<file path="src/rtl/signed_extrema_tracker_pkg.sv">
// Shared types for the signed extrema tracker: FSM state encoding and the
// one-hot {g,e,l} compare result codes used by the top level.
package signed_extrema_tracker_pkg;

    // Window FSM: waiting for first sample, accumulating, holding a result.
    typedef enum logic [1:0] {
        ST_IDLE = 2'd0,
        ST_ACC  = 2'd1,
        ST_RPT  = 2'd2
    } state_t;

    // Compare result packed as {g, e, l}; exactly one bit is ever set.
    typedef logic [2:0] cmp_res_t;

    localparam cmp_res_t CMP_G = 3'b100;
    localparam cmp_res_t CMP_E = 3'b010;
    localparam cmp_res_t CMP_L = 3'b001;

endpackage : signed_extrema_tracker_pkg

</file>
<file path="src/rtl/signed_extrema_tracker_signed_cmp.sv">
// Combinational signed two's-complement comparator: reports whether a is
// greater than, equal to or less than b. Exactly one of g/e/l is high.
module signed_cmp #(
    parameter int WIDTH = 4
) (
    input  logic [WIDTH-1:0] a,
    input  logic [WIDTH-1:0] b,
    output logic             g,
    output logic             e,
    output logic             l
);

    // Differing sign bits: the negative operand is smaller. Same sign: the
    // unsigned order of the full word matches the signed order.
    always_comb begin
        // NOTE: every output gets a default first so no path leaves one unassigned (no latch).
        g = 1'b0;
        e = 1'b0;
        l = 1'b0;
        if (a == b) begin
            e = 1'b1;
        end else if (a[WIDTH-1] != b[WIDTH-1]) begin
            if (a[WIDTH-1]) l = 1'b1;
            else            g = 1'b1;
        end else if (a > b) begin
            g = 1'b1;
        end else begin
            l = 1'b1;
        end
    end

endmodule : signed_cmp

</file>
<file path="src/rtl/signed_extrema_tracker.sv">
// Signed extrema tracker: consumes a valid/ready stream of signed samples and
// reports, per window of WIN samples (or fewer when flushed), the maximum,
// the minimum, how often the maximum occurred and the sample count.
module signed_extrema_tracker
    import signed_extrema_tracker_pkg::*;
#(
    parameter  int WIDTH = 4,
    parameter  int WIN   = 8,
    localparam int CNT_W = $clog2(WIN + 1)
) (
    input  logic             clk,
    input  logic             rst_n,
    input  logic             in_valid,
    output logic             in_ready,
    input  logic [WIDTH-1:0] in_data,
    input  logic             flush,
    output logic             out_valid,
    input  logic             out_ready,
    output logic [WIDTH-1:0] out_max,
    output logic [WIDTH-1:0] out_min,
    output logic [CNT_W-1:0] out_nmax,
    output logic [CNT_W-1:0] out_cnt
);

    localparam logic [CNT_W-1:0] CNT_ONE = CNT_W'(1);
    localparam logic [CNT_W-1:0] CNT_WIN = CNT_W'(WIN);

    state_t           state;
    logic             accept;
    logic [CNT_W-1:0] cnt_inc;
    logic             max_g, max_e, max_l;
    logic             min_g, min_e, min_l;
    cmp_res_t         max_res;
    cmp_res_t         min_res;

    // The block stalls input only while a result is waiting to be taken.
    assign in_ready = (state != ST_RPT);
    assign accept   = in_valid & in_ready;
    assign cnt_inc  = out_cnt + CNT_ONE;

    // Incoming sample against the running maximum.
    signed_cmp #(.WIDTH(WIDTH)) u_cmp_max (
        .a (in_data),
        .b (out_max),
        .g (max_g),
        .e (max_e),
        .l (max_l)
    );

    // Incoming sample against the running minimum.
    signed_cmp #(.WIDTH(WIDTH)) u_cmp_min (
        .a (in_data),
        .b (out_min),
        .g (min_g),
        .e (min_e),
        .l (min_l)
    );

    assign max_res = {max_g, max_e, max_l};
    assign min_res = {min_g, min_e, min_l};

    // Window FSM; the running statistics double as the held output registers.
    always_ff @(posedge clk or negedge rst_n) begin
        if (!rst_n) begin
            // NOTE: async reset clears every register; a partial window is simply dropped.
            state     <= ST_IDLE;
            out_valid <= 1'b0;
            out_max   <= '0;
            out_min   <= '0;
            out_nmax  <= '0;
            out_cnt   <= '0;
        end else begin
            // NOTE: non-blocking assignments so every register samples pre-edge values.
            unique case (state)
                ST_IDLE: begin
                    // First sample seeds both extrema; empty flushes are ignored.
                    if (accept) begin
                        out_max  <= in_data;
                        out_min  <= in_data;
                        out_cnt  <= CNT_ONE;
                        out_nmax <= CNT_ONE;
                        if (WIN == 1 || flush) begin
                            state     <= ST_RPT;
                            out_valid <= 1'b1;
                        end else begin
                            state <= ST_ACC;
                        end
                    end
                end

                ST_ACC: begin
                    if (accept) begin
                        unique case (max_res)
                            CMP_G: begin
                                out_max  <= in_data;
                                out_nmax <= CNT_ONE;
                            end
                            CMP_E:   out_nmax <= out_nmax + CNT_ONE;
                            default: ;
                        endcase
                        if (min_res == CMP_L) out_min <= in_data;
                        out_cnt <= cnt_inc;
                        if (cnt_inc == CNT_WIN || flush) begin
                            state     <= ST_RPT;
                            out_valid <= 1'b1;
                        end
                    end else if (flush) begin
                        state     <= ST_RPT;
                        out_valid <= 1'b1;
                    end
                end

                ST_RPT: begin
                    // Result held stable until the consumer takes it.
                    if (out_ready) begin
                        state     <= ST_IDLE;
                        out_valid <= 1'b0;
                    end
                end

                default: begin
                    state     <= ST_IDLE;
                    out_valid <= 1'b0;
                end
            endcase
        end
    end

endmodule : signed_extrema_tracker

</file>
<file path="config.mk">
export PLATFORM = sky130hd
export DESIGN_NAME = signed_extrema_tracker
export DESIGN_NICKNAME = d
export VERILOG_FILES = /design/src/rtl/signed_extrema_tracker_pkg.sv /design/src/rtl/signed_extrema_tracker_signed_cmp.sv /design/src/rtl/signed_extrema_tracker.sv
export SDC_FILE = /design/constraint.sdc
export NUM_CORES = 1
export LEC_CHECK = 0
export ABC_AREA = 1
export CORE_ASPECT_RATIO = 0.7
export CORE_MARGIN = 2
export CORE_UTILIZATION = 36
export CTS_CLUSTER_DIAMETER = 30
export CTS_CLUSTER_SIZE = 24
export DETAILED_ROUTE_END_ITERATION = 10
export HOLD_SLACK_MARGIN = 0.15
export PLACE_DENSITY_LB_ADDON = 0.08
export SYNTH_ARGS = -nofsm -noshare
export SYNTH_HDL_FRONTEND = slang
export SYNTH_HIERARCHICAL = 1
export SYNTH_SLANG_ARGS = --single-unit
</file>
<file path="constraint.sdc">
create_clock -name clk -period 2.3 [get_ports clk]
set_input_delay 0.46 -clock clk [delete_from_list [all_inputs] [get_ports clk]]
set_output_delay 0.46 -clock clk [all_outputs]
set_load 0.1 [all_outputs]
</file>
==> results_dict.tcl <==
set metrics [dict create \
    status "completed" \
    grt_pass1_vias 1061 \
    ys_ff_latch 19 \
    route.detailed.wl_per_inst_um 11.89 \
    fin_skew_ns 0.002559 \
    grtUsageMet1_pct 23.22 \
    tightest_slew_ns 0.3460 \
    drc_errors 0 \
    crit_arrival_ns 2.04 \
    clk_pin_slew_ns 0.07 \
    io_buffers 26 \
    viasPerCell 4.715 \
    via_count 1160 \
    slew_headroom_pct 76.93 \
    synth_edf_count 0 \
    drtAntennaViolNets 0 \
    drt_iter0_drc 30 \
    gr-usage-met3_pct 4.762 \
    synth_cell_types 23 \
    drv_slew 0 \
    final_layout_size_suffix_gt1_share_pct 31.66 \
    postSynth.asyncResetShare_pct 100.0 \
    crit_path_start_kind "register" \
    antenna_found_initial 0 \
    cts_made_buffers 3 \
    wl_um 2925 \
    synth_top_cells_by_count "nand2_1 (36), inv_1 (30), dfrtp_1 (19), o21ai_0 (15)" \
    grt_first_pass_wirelength_um 4754 \
    min_path_type "reg -> reg" \
    cts_resized 0 \
    grt_util_met2_pct 23.96 \
    track_usage_pct 16.23 \
    syn-num-nets 182 \
    synth.most_common_cell "nand2_1" \
    worst_hold_slack_ns 0.5006 \
    dpl.hpwl_um 2271 \
    ys_top_cells_by_area "dfrtp_1 (38%), nand2_1 (11%), ha_1 (10%)" \
    finalSetupViolCount 0 \
    core_um2 3233 \
    dieArea_um2 3956 \
    tritoncts "yes" \
    critPathKind "reg -> reg" \
    ys.flop_type "dfrtp_1" \
    synthToLayoutAreaGrowth_pct 35.44 \
    period_needed_ns 1.900 \
    hold_violations 0 \
    post_cts_buffers 0 \
    clock_latency_ns 0.26 \
    clock_path_buffers 2 \
    cp.required_ns 2.44 \
    synth.yosys.seq_area_share_pct 38.15 \
    gp_congestion 0.7873 \
    grt_busiest_layer "met2" \
    cts_root_buffer "clkbuf_8" \
    cp_max_fo 8 \
    htreeDepth 1 \
    dr.pass1.iters 4 \
    syn-cell-area_um2 1246 \
    maxCapViolations 0 \
    die_w_um 74.32 \
    antenna-diode-count 0 \
    ctsHoldBuffers 0 \
    die_y_um 53.23 \
    grt_overflow 0 \
    cts_sinks 19 \
    grt_max_degree 20 \
    yosys_warnings 6 \
    yosysTopAreaCell "dfrtp_1" \
    cp-end-kind "register" \
    netlist_instances 163 \
    synth_top_area_share_pct 38.15 \
    final_nets 219 \
    rsz0062_at_grt "no" \
    rows 17 \
    initial_core_util_pct 38.54 \
    clock.fmax_mhz 526.3 \
    syn_avg_cell_area_um2 7.645 \
    io_pins 27 \
    timing.final.crit_share_pct 82.61 \
]
critical path: stages, from the launching register on:
cell and delay [ns]:
dfrtp_2 0.38, inv_1 0.05, ha_1 0.31, nand2_1 0.08, nand2_1 0.05, nand2_1 0.05, nand2_1 0.05, nand2_2 0.06
nand2_2 0.05, nor2_2 0.11, inv_1 0.07, nand3_2 0.08, nand2_2 0.07, o21ai_4 0.23, o21ai_0 0.12
metrics by stage:
stage / cells / area, um2 / setup slack (ns) / setup TNS [ns] / util [%]
6_report: 246 / 1688 / 0.3999 / 0 / 52.21
5_1_grt: 246 / 1688 / 0.2242 / 0 / 52.21
4_1_cts: 246 / 1620 / 0.01038 / 0 / 50.12
3_5_place_dp: 242 / 1575 / -0.2606 / -2.884 / 48.72
3_3_place_gp: 242 / 1575 / -0.2137 / -2.198 / 48.72
2_1_floorplan: 163 / 1256 / 0.1068 / 0 / -
layout make-up:
type                    instances  area (um2)
multi-input cells             113       711.9
fillers                       335        1545
well taps                      47       58.81
inverters                      31       116.4
clock buffers                   4       45.04
repair buffers                 32       270.3
flip-flops and latches         19       485.5
per-layer routing:
metal	up-vias	wire [um]	part of all wire, %
met1	548	1517	52
met2	21	1215	42
li1	589	-	-
met5	-	0	0
met3	2	177	6.1
met4	0	14	0.48
state kept, by name, summed over array words and instances (netlist names):
signal	count
out_valid	1
out_max	4
out_min	4
state	2
out_cnt	4
out_nmax	4
cells by family after synthesis:
family / Yosys count / synth area share (%)
flops: 19 / 38.15
xor+xnor: 2 / 1.406
simple gates: 79 / 31.43
fa+ha+maj: 10 / 10.04
buf+inv: 31 / 9.337
compound gates: 22 / 9.639
placed cells by master, fill, tap and decap left out, drive strengths merged, types with 2 or more instances in the layout:
master / n
nor3: 2
dlymetal6s2s: 4
ha: 10
clkdlybuf4s50: 4
buf: 24
inv: 31
clkbuf: 4
nand4: 3
o21ai: 18
nand2: 46
dfrtp: 19
xnor2: 2
nor2: 15
nand3: 9
or2: 3
path summary, 6_finish.rpt:
check / startpoint / end / slack, ns / cells past startpoint
min in group asynchronous: rst_n / out_max[2] / 0.54 / 2
worst max register to register: out_max[1] / out_nmax[0] / 0.40 / 14
worst min register to register: out_valid / out_valid / 0.50 / 2
worst max-delay path: out_max[1] / out_nmax[0] / 0.40 / 14
max in group asynchronous: rst_n / out_min[1] / 1.53 / 2
worst min-delay path: out_valid / out_valid / 0.50 / 2
Power is not shown: default switching activity piles up to over one toggle a cycle in this logic, so the estimate is an artifact.
==> edit 1: new RTL, config.mk and constraints unchanged <==
`WIDTH` is set to 4 in 2 places; all go to 6.
--- a/src/rtl/signed_extrema_tracker_signed_cmp.sv
+++ b/src/rtl/signed_extrema_tracker_signed_cmp.sv
@@ -3,3 +3,3 @@
 module signed_cmp #(
-    parameter int WIDTH = 4
+    parameter int WIDTH = 6
 ) (
--- a/src/rtl/signed_extrema_tracker.sv
+++ b/src/rtl/signed_extrema_tracker.sv
@@ -6,3 +6,3 @@
 #(
-    parameter  int WIDTH = 4,
+    parameter  int WIDTH = 6,
     parameter  int WIN   = 8,
Interface: changed (resized in_data, out_max and out_min); port bits go from 27 to 33. No check against the original RTL was run, so the function may have changed too.
==> edit 1 against the unedited design <==
Setup slack got worse by 0.12 ns; synthesized area grew 29%; first-iteration DRC count grew 30%; worst hold slack gained 0.0084 ns; routed wire length up 14%; cell area up 25%; sequential cell count up 4.
Power is left out: the tool's default activity adds up to more than one toggle a clock period on the data nets, which glitch-free logic cannot reach.
==> edit 1: results (changes against the unedited design) <==
STA
  – Hold_ws: 0.509 ns (was 0.501 ns)

Logic synthesis
  – Synth Net Count: 224 (was 182)
  – Top cells by count, synth: 43 x nand2_1, 34 x inv_1, 23 x dfrtp_1, 14 x ha_1, 14 x o21ai_2 (was 36 x nand2_1, 30 x inv_1, 19 x dfrtp_1, 15 x o21ai_0)
  – Count of cell types in the netlist: 28 (was 23)
  – Post-synthesis compound-gate area fraction: 13.1% (was 9.64%)
  – Mean Syn Cell Area: 8.09 um^2 (was 7.65 um^2)
  – Register area share after synthesis: 35.7% (was 38.2%)

Detailed routing
  – Met2 routed WL: 1360 um (was 1220 um)
  – DR vias: 1346 (was 1160)
  – Number of DRC markers in iteration 0: 39 (was 30)
  – Overall routed net length: 3340 um (was 2930 um)
  – WL per Instance: 11.4 um (was 11.9 um)

Setup path
  – Reg2Reg Launch Point: out_max[3] (was out_max[1])
  – CP arrival: 2.22 ns (was 2.04 ns)

Finish
  – Fin nets: 265 (was 219)
  – # fillers: 433 (was 335)
  – Layout cell share with drive strength beyond 1: 36.4% (was 31.7%)

Global route
  – Vias in the first global route: 1232 (was 1061)
  – Largest net degree at the start of global routing: 24 (was 20)
  – Met1 Use GR: 22.6% (was 23.2%)

Placed design
  – DP Worst Slack: -0.302 ns (was -0.261 ns)
  – HPWL Detailed: 2600 um (was 2270 um)
  – Dpl cells: 290 (was 242)
  – GPL Wtd Cong: 0.747 (was 0.787)

Run status
  – Outcome: finished clean (unchanged)
## edit 1: changes by cell type after synthesis, moves of 3 or more
| cell | change |
|---|---|
| ha_1 | +4 |
| inv_1 | +4 |
| dfrtp_1 | +4 |
| o21ai_2 | +13 |
| o21ai_0 | -11 |
| nor2_4 | -4 |
| nand2_2 | +3 |
| buf_6 | +3 |
| o21ai_1 | +3 |
| nand2_1 | +7 |
| nor2_1 | -4 |
## edit 1: what timing repair did
item                       CTS  global route
gates resized for setup      1            14
pin swaps                    0             5
cloned                       0             0
setup endpoints to repair    4            16
## edit 1: final cells by class
class                      count  area [um^2]  share of cell area (%)
clock buffer                   4         45.0                    2.13
inverter                      38          143                    6.75
multi-input combinational    135          910                    43.0
sequential                    23          591                    27.9
tap                           55         68.8                    3.25
timing repair buffer          39          358                    16.9
==> edit 2: new RTL, same settings <==
Made on the original files. Reset style: synchronous (`rst_n`), changed in one clocked block. Comments in the files are not updated.
--- a/src/rtl/signed_extrema_tracker.sv
+++ b/src/rtl/signed_extrema_tracker.sv
@@ -62,3 +62,3 @@
     // Window FSM; the running statistics double as the held output registers.
-    always_ff @(posedge clk or negedge rst_n) begin
+    always_ff @(posedge clk) begin
         if (!rst_n) begin
Function: differs if rst_n is asserted again (counterexample within 4 cycles, from zero or initial values and one cycle with rst_n low); with rst_n held inactive, the same outputs for 10 cycles.
==> edit 2 against the unedited design <==
Synthesized area grew 3.9%; non-clock buffer count stayed put; sequential cell count unchanged; setup slack got worse by 0.22 ns; global-route usage fell by 0.81 points; routed wire length fell by 3.7%; critical path depth grew 2; cell area is the same; utilization fell by 3.9 points; critical endpoint is now out_nmax[1]; highest routed layer unchanged.
==> edit 2: results (changes against the unedited design) <==
Logic synthesis
  – Register area share after synthesis: 29.4% (was 38.2%)
  – Most used flip-flop cell after synthesis: dfxtp_1 (was dfrtp_1)
  – Top cells by area, synth: dfxtp_1 29%, ha_1 9.7%, inv_1 8.7% (was dfrtp_1 38%, nand2_1 11%, ha_1 10%)
  – Synth Net Count: 206 (was 182)
  – Async SR Flop Fraction: 0% (was 100%)
  – Ys Warns: 6 (unchanged)
  – Top cells by count, synth: 30 x inv_1, 30 x nor2_1, 26 x nand2_1, 19 x dfxtp_1 (was 36 x nand2_1, 30 x inv_1, 19 x dfrtp_1, 15 x o21ai_0)
  – Count of cell types in the netlist: 27 (was 23)
  – Mean Syn Cell Area: 6.93 um^2 (was 7.65 um^2)

STA
  – Worst slew margin: 74.4% (was 76.9%)
  – Final Skew: 0.00736 ns (was 0.00256 ns)

Global route
  – Vias in the first global route: 1043 (was 1061)
  – First-pass GRT wire length: 4650 um (was 4750 um)
  – Overall routing resource usage: 15.4% (was 16.2%)
  – Initial antenna violation count: 0 (unchanged)
  – Largest net degree at the start of global routing: 13 (was 20)

Run status
  – Outcome: finished clean (unchanged)

Placed design
  – Port bufs: 26 (unchanged)
  – Dpl cells: 268 (was 242)
  – GPL Wtd Cong: 0.866 (was 0.787)
  – DP Worst Slack: -0.382 ns (was -0.261 ns)
  – HPWL Detailed: 2230 um (was 2270 um)
  – Area post-placement: 0.00162 mm^2 (was 0.00158 mm^2)

Pwr
  – Max IR drop VDD: 0.554 mV
  – P_leak: between 0.0008 and 0.0009 uW

Detailed routing
  – Pre-antenna DRT Iters: 4 (unchanged)
  – DR vias: 1205 (was 1160)
  – WL per Instance: 10.4 um (was 11.9 um)
  – Number of DRC markers in iteration 0: 48 (was 30)

Setup path
  – CP arrival: 2.28 ns (was 2.04 ns)
  – CP Max Fanout: 7 (was 8)

Clock network
  – H-tree depth: 1 (unchanged)
  – CTS clk-pin slew, worst paths: 0.08 ns
  – Inserted Clock Buffers: 3 (unchanged)
  – Clk buf depth: 2 (unchanged)
  – CTS Root Cell: clkbuf_8 (unchanged)
  – Skew-Pair Late Insertion Delay: 0.26 ns (about the same)
  – Setup Buffers After CTS: 0 (unchanged)

Finish
  – Antenna diodes: 0 (unchanged)
  – Fin nets: 242 (was 219)
  – Layout cell share with drive strength beyond 1: 31.5% (was 31.7%)
  – Final std cells w/o fill: 272 (was 246)

Min path
  – HP Class: flop to flop (unchanged)
==> edit 2: cell types whose count changed after synthesis, moves of 4 or more <==
cell     before  now
dfxtp_1       0   19
nor2_1        9   30
a21oi_1       1    6
inv_2         1    6
dfrtp_1      19    0
o21ai_0      15   11
nand2_1      36   26
==> edit 2: repair_timing <==
| item | in CTS | in global routing |
|---|---|---|
| resized for setup | 3 | 3 |
| pin swaps | 1 | 3 |
| endpoints found under the setup margin | 4 | 8 |
==> edit 2: worst paths after layout <==
kind | startpoint | to | slack, ns | cells after the start
worst max-delay path | in_data[3] | out_nmax[1] | 0.18 | 16
worst min-delay path | out_max[2] | out_max[2] | 0.50 | 2
worst max register to register | out_max[3] | out_nmax[1] | 0.33 | 15
worst min register to register | out_max[2] | out_max[2] | 0.50 | 2
==> edit 2: cell families after synthesis <==
| kind of cell | count (synthesis) | synth area share [%] |
|---|---|---|
| AO/OA/AOI/OAI | 22 | 10.2 |
| adder cells (fa/ha/maj) | 10 | 9.66 |
| buffers and inverters | 39 | 12.1 |
| flip-flops | 19 | 29.4 |
| AND/OR/NAND/NOR | 97 | 38.6 |
==> edit 2: per-stage QoR <==
step,TNS [ns],hold slack (ns)
2_1_floorplan,0,0.595
3_3_place_gp,-2.00,0.474
3_5_place_dp,-3.20,0.482
4_1_cts,0,0.502
5_1_grt,0,0.519
6_report,0,0.497
==> edit 2: final cells by class <==
class                   count  area [um^2]
clock buffers               3         41.3
flip-flops and latches     19          389
multi-input cells         129          778
fillers                   349         1800
clock inverters             1         5.00
repair buffers             32          259
inverters                  38          153
well taps                  50         62.6
==> edit 2: critical path: stages <==
cell	delay, ns
dlygate4sd2_1	0.31
ha_1	0.36
nand2_2	0.10
inv_1	0.04
nand2_1	0.05
nand2_1	0.06
nand2_2	0.06
nand2_2	0.06
nor2_2	0.11
nor2_1	0.06
nand2_1	0.09
nand2_4	0.07
o21ai_4	0.24
inv_2	0.06
nor2_1	0.11
nor3_2	0.04
==> edit 2: layer usage <==
| metal | routed length, um | up-vias | global-route usage, % |
|---|---|---|---|
| met1 | 1550 | 530 | 21.6 |
| li1 | - | 655 | - |
| met2 | 1180 | 18 | 23.3 |
| met4 | 12 | 0 | 2.63 |
| met3 | 81 | 2 | 5.06 |
| met5 | 0 | - | 0 |
==> edit 2: report_power, final <==
part	leakage [uW]	internal, uW	switching [uW]
logic	0.000650	291	800
clock network	0.0000255	121	120
registers	0.000159	400	66.3
